$ cat src/rtl/rll_key_loader.sv
// Serial key loader for random-logic-locked netlists: shifts in an MSB-first key
// with an even-parity trailer, commits it in parallel and gates the functional vector.
module rll_key_loader #(
  parameter int KEY_WIDTH  = 32,
  parameter int DATA_WIDTH = 32,
  parameter int TIMEOUT    = 16
) (
  input  logic                  clk,
  input  logic                  rst_n,
  input  logic                  load_start,
  input  logic                  key_sdi,
  input  logic                  key_sdi_valid,
  input  logic [DATA_WIDTH-1:0] din,
  output logic [KEY_WIDTH-1:0]  key_out,
  output logic                  key_ready,
  output logic                  load_busy,
  output logic                  load_err,
  output logic [DATA_WIDTH-1:0] dout
);

  localparam int BIT_CNT_W  = $clog2(KEY_WIDTH);
  localparam int IDLE_CNT_W = $clog2(TIMEOUT + 1);
  localparam logic [BIT_CNT_W-1:0]  LAST_BIT  = BIT_CNT_W'(KEY_WIDTH - 1);
  localparam logic [IDLE_CNT_W-1:0] IDLE_LAST = IDLE_CNT_W'(TIMEOUT - 1);
  localparam logic [IDLE_CNT_W-1:0] IDLE_MAX  = IDLE_CNT_W'(TIMEOUT);

  typedef enum logic [1:0] {IDLE, SHIFT, PARITY} state_t;

  state_t                  state, state_next;
  logic [KEY_WIDTH-1:0]    shreg;
  logic [BIT_CNT_W-1:0]    bit_cnt;
  logic [IDLE_CNT_W-1:0]   idle_cnt;
  logic                    parity_acc;

  logic do_init, do_shift, do_commit, do_fail, idle_clr, idle_inc;

  always_ff @(posedge clk or negedge rst_n) begin
    if (!rst_n) state <= IDLE;
    else        state <= state_next;
  end

  // NOTE: every signal driven here gets a default first, so no path can infer a latch.
  always_comb begin
    state_next = state;
    do_init    = 1'b0;
    do_shift   = 1'b0;
    do_commit  = 1'b0;
    do_fail    = 1'b0;
    idle_clr   = 1'b0;
    idle_inc   = 1'b0;
    unique case (state)
      IDLE: begin
        if (load_start) begin
          do_init    = 1'b1;
          state_next = SHIFT;
        end
      end
      SHIFT, PARITY: begin
        // Restart wins over a simultaneous data or parity bit.
        if (load_start) begin
          do_init    = 1'b1;
          state_next = SHIFT;
        end else if (key_sdi_valid) begin
          idle_clr = 1'b1;
          if (state == SHIFT) begin
            do_shift = 1'b1;
            if (bit_cnt == LAST_BIT) state_next = PARITY;
          end else begin
            if (parity_acc ^ key_sdi) do_fail   = 1'b1;
            else                      do_commit = 1'b1;
            state_next = IDLE;
          end
        end else begin
          idle_inc = 1'b1;
          // The edge that would bring idle_cnt to TIMEOUT is the timeout edge.
          if (idle_cnt == IDLE_LAST) begin
            do_fail    = 1'b1;
            state_next = IDLE;
          end
        end
      end
      default: state_next = IDLE;
    endcase
  end

  // NOTE: sequential state uses non-blocking assignments so every register samples pre-edge values.
  always_ff @(posedge clk or negedge rst_n) begin
    if (!rst_n) begin
      shreg      <= '0;
      bit_cnt    <= '0;
      idle_cnt   <= '0;
      parity_acc <= 1'b0;
      key_out    <= '0;
      key_ready  <= 1'b0;
      load_err   <= 1'b0;
    end else if (do_init) begin
      shreg      <= '0;
      bit_cnt    <= '0;
      idle_cnt   <= '0;
      parity_acc <= 1'b0;
      key_out    <= '0;
      key_ready  <= 1'b0;
      load_err   <= 1'b0;
    end else begin
      if (do_shift) begin
        shreg      <= {shreg[KEY_WIDTH-2:0], key_sdi};
        parity_acc <= parity_acc ^ key_sdi;
        bit_cnt    <= bit_cnt + 1'b1;
      end
      if (idle_clr) idle_cnt <= '0;
      else if (idle_inc && idle_cnt != IDLE_MAX) idle_cnt <= idle_cnt + 1'b1;
      if (do_commit) begin
        key_out   <= shreg;
        key_ready <= 1'b1;
      end
      if (do_fail) load_err <= 1'b1;
    end
  end

  // The locked core only sees live inputs while a verified key is held.
  always_ff @(posedge clk or negedge rst_n) begin
    if (!rst_n) dout <= '0;
    else        dout <= key_ready ? din : '0;
  end

  assign load_busy = (state != IDLE);

endmodule

$ cat config.mk
export PLATFORM = sky130hd
export DESIGN_NAME = rll_key_loader
export DESIGN_NICKNAME = d
export VERILOG_FILES = /design/src/rtl/rll_key_loader.sv
export SDC_FILE = /design/constraint.sdc
export NUM_CORES = 1
export LEC_CHECK = 0
export CORE_MARGIN = 10
export CORE_UTILIZATION = 50
export CTS_CLUSTER_SIZE = 16
export DETAILED_ROUTE_END_ITERATION = 6
export GPL_TIMING_DRIVEN = 0
export PLACE_DENSITY = 0.8
export SYNTH_ARGS = -nofsm -noshare
export SYNTH_HDL_FRONTEND = slang
export SYNTH_SLANG_ARGS = --single-unit
$ cat constraint.sdc
create_clock -name clk -period 2.2 [get_ports clk]
set_input_delay 0.66 -clock clk [delete_from_list [all_inputs] [get_ports clk]]
set_output_delay 0.66 -clock clk [all_outputs]
set_load 0.02 [all_outputs]
==> impl_metrics.toml <==
[yosys]
synth-seq-area-share_pct = 62.1
yosys_most_used_dff = "dfrtp_1"
ys_top_cells_by_count = "111 x dfrtp_1, 102 x nand2_1, 41 x nand3_1, 39 x a21oi_1, 37 x o21ai_0"
ys_ff_latch = 111
yosys-top-cells-area = "dfrtp_1 62%, nand2_1 8.6%, and2_1 4.6%"
synth_edf_count = 0
syn_nets = 484
netlist.area_leader.share_pct = 62.1
syn_inst = 439
synth_most_common_cell = "dfrtp_1"
avgSynthCellArea_um2 = 10.2
ys_async_sr_fraction_pct = 100
netlist_area_um2 = 4480
yosys_warnings = 0
yosys.area.top_type = "dfrtp_1"
netlist-cell-type-count = 34

[cells_and_area]
drive_gt1_share_pct = 6.81
seqCellArea_um2 = 2780
fill_cells = 708
fin_cells = 666
nets = 599
multiInputGateArea_um2 = 1540
area_growth_pct = 30.6
diodes = 0

[worst_setup_path]
crit_type = "register to primary output"
critPathMaxStageDelay_ns = 0.41
cp-endpoint = "load_busy"
crit_chain = "inv_1 -> ha_1 -> inv_1 -> dlygate4sd2_1"
rrSetupSlack_ns = 0.12
cp-start-kind = "register"
crit_slowest_cell = "dfrtp_1"
critical_path_arrival_ns = 1.43
r2r_start = "idle_cnt[0]$_DFFE_PN0P_"
end_kind = "primary output"
crit_required_ns = 1.54
rr_worst_depth = 6
timing.rr.end = "state[0]$_DFFE_PN0P_"
path_max_fanout = 4
crit_start = "state[0]$_DFFE_PN0P_"
crit_top_cell = "inv_1"

[die]
die_area_um2 = 13100
die_h_um = 115
initial_core_util_pct = 51.3
core.rowCount = 34
core_area_um2 = 8720
ioPinCount = 104
die_w_um = 115

[clock_network]
cts_made_buffers = 9
clk_latency_ns = 0.37
clock-sinks = 111
post_cts_resized = 2
clockBufferDepth = 2
htreeDepth = 3
cts_tree = "yes"
post_cts_buffers = 0
ctsHoldBuffers = 0
clk_pin_slew_worst_paths_ns = 0.11
root_buffer = "clkbuf_8"

[detailed_routing]
wirelength_um = 10500
drc = 0
viasPerCell = 5.24
dr.pass1.iters = 4
routed-via-count = 3488
first_iter_violations = 227
ant_nets = 0
post_drt_wl_per_cell_um = 15.8

[sta]
finalHoldViolCount = 0
skew_ns = 0.0131
worst_pin_slew_ns = 0.574
finalMaxSlewViolations = 0
max_freq_mhz = 479
rsz0062_at_grt = "no"
fin_crit_sh_pct = 94.8
holdWs_ns = 0.283
slew_headroom_pct = 61.7
setup_violations = 0
fin_tns_setup_ns = 0
fin_crit_ns = 2.09

[global_route]
grt-ovfl-total = 0
grt_max_degree = 69
grt_usage_pct = 16.3
gr-usage-met1_pct = 18.8
grt_first_pass_wirelength_um = 17500
grt_pass1_vias = 3595
antenna_found_initial = 0
grt_use_met3_pct = 9.96
use_met2_pct = 24.8
grt_busiest_layer = "met2"

[placed_design]
gp_congestion = 0.776
port_buffers = 103
dp.cells = 651
hpwl_um = 7800

[hold_path]
hold_class = "input pin to asynchronous set/reset pin"

[power]
p_per_area_nw_per_um2 = 666
vdd_drop_max_mv = 0.450
power.leakage_nw = 2.57
total_power_mw = 3.89

[outcome]
run_status = "completed"

[flow_run]
cap_violations = 0
worst max-delay path: cells and delay by family (launching register included):
kind	cells	cell delay [ns]
buffers and inverters	3	0.43
flip-flops	1	0.41
adder cells (fa/ha/maj)	1	0.22
cell families (layout without fill, tap and decap cells):
group	after synthesis	in the layout	share of synthesized area [%]
flip-flops	111	111	62.1
AO/OA/AOI/OAI	80	80	9.34
multiplexers	3	3	0.699
XOR/XNOR	2	2	0.391
AND/OR/NAND/NOR	198	198	21.6
buffers and inverters	37	156	3.69
adder cells (fa/ha/maj)	8	8	2.24
flip-flops by register name, summed over array words and instances, names as in the netlist:
| signal | flops |
|---|---|
| bit_cnt | 5 |
| dout | 32 |
| idle_cnt | 5 |
| key_out | 32 |
| key_ready | 1 |
| load_err | 1 |
| parity_acc | 1 |
| shreg | 32 |
| state | 2 |
cell type report:
class | count | area share, %
tap | 108 | 2.31
clock buffer | 10 | 2.18
inverter | 7 | 0.450
timing repair buffer | 104 | 18.0
buffer | 30 | 2.38
sequential | 111 | 47.5
multi-input combinational | 291 | 26.4
clock inverter | 5 | 0.771
per-stage QoR:
step | setup WS (ns) | area [um2] | util, %
detailed placement | -0.239 | 5670 | 65.0
CTS | 0.0815 | 5840 | 66.9
global route | 0.0102 | 5840 | 67.0
finish | 0.113 | 5840 | 67.0
global placement | -3.63 | 5640 | 64.7
floorplan | 0.226 | 4480 | -
cell usage in the layout (no fill, tap or decap), types with 7 or more instances in the layout:
cell type	n
a21oi_1	39
and2_1	33
buf_2	14
clkbuf_1	15
clkbuf_8	9
clkdlybuf4s50_1	100
dfrtp_1	111
ha_1	8
inv_1	7
nand2_1	102
nand3_1	41
o21ai_0	37
power by group:
| group | switching, mW | total, mW | internal [mW] |
|---|---|---|---|
| registers | 0.0387 | 2.13 | 2.09 |
| clock network | 0.686 | 1.11 | 0.421 |
| logic | 0.394 | 0.653 | 0.259 |
worst min-delay path by stage:
| stage | start | end | slack (ns) | cells past startpoint |
|---|---|---|---|---|
| after floorplan | rst_n | bit_cnt[0]$_DFFE_PN0P_ | 0.36 | 0 |
| after global placement | parity_acc$_DFFE_PN0P_ | parity_acc$_DFFE_PN0P_ | 0.48 | 1 |
| after detailed placement | parity_acc$_DFFE_PN0P_ | parity_acc$_DFFE_PN0P_ | 0.49 | 1 |
| after CTS | rst_n | shreg[30]$_DFFE_PN0P_ | 0.29 | 1 |
| after global routing | rst_n | shreg[30]$_DFFE_PN0P_ | 0.30 | 1 |
| final | rst_n | shreg[30]$_DFFE_PN0P_ | 0.28 | 1 |
layer usage:
metal / routed length (um) / up-vias
met2: 4770 / 112
met5: 0 / -
met4: 124 / 0
met3: 1320 / 10
met1: 4310 / 1685
li1: - / 1681
No activity file was read; power rests on OpenSTA's default activity.
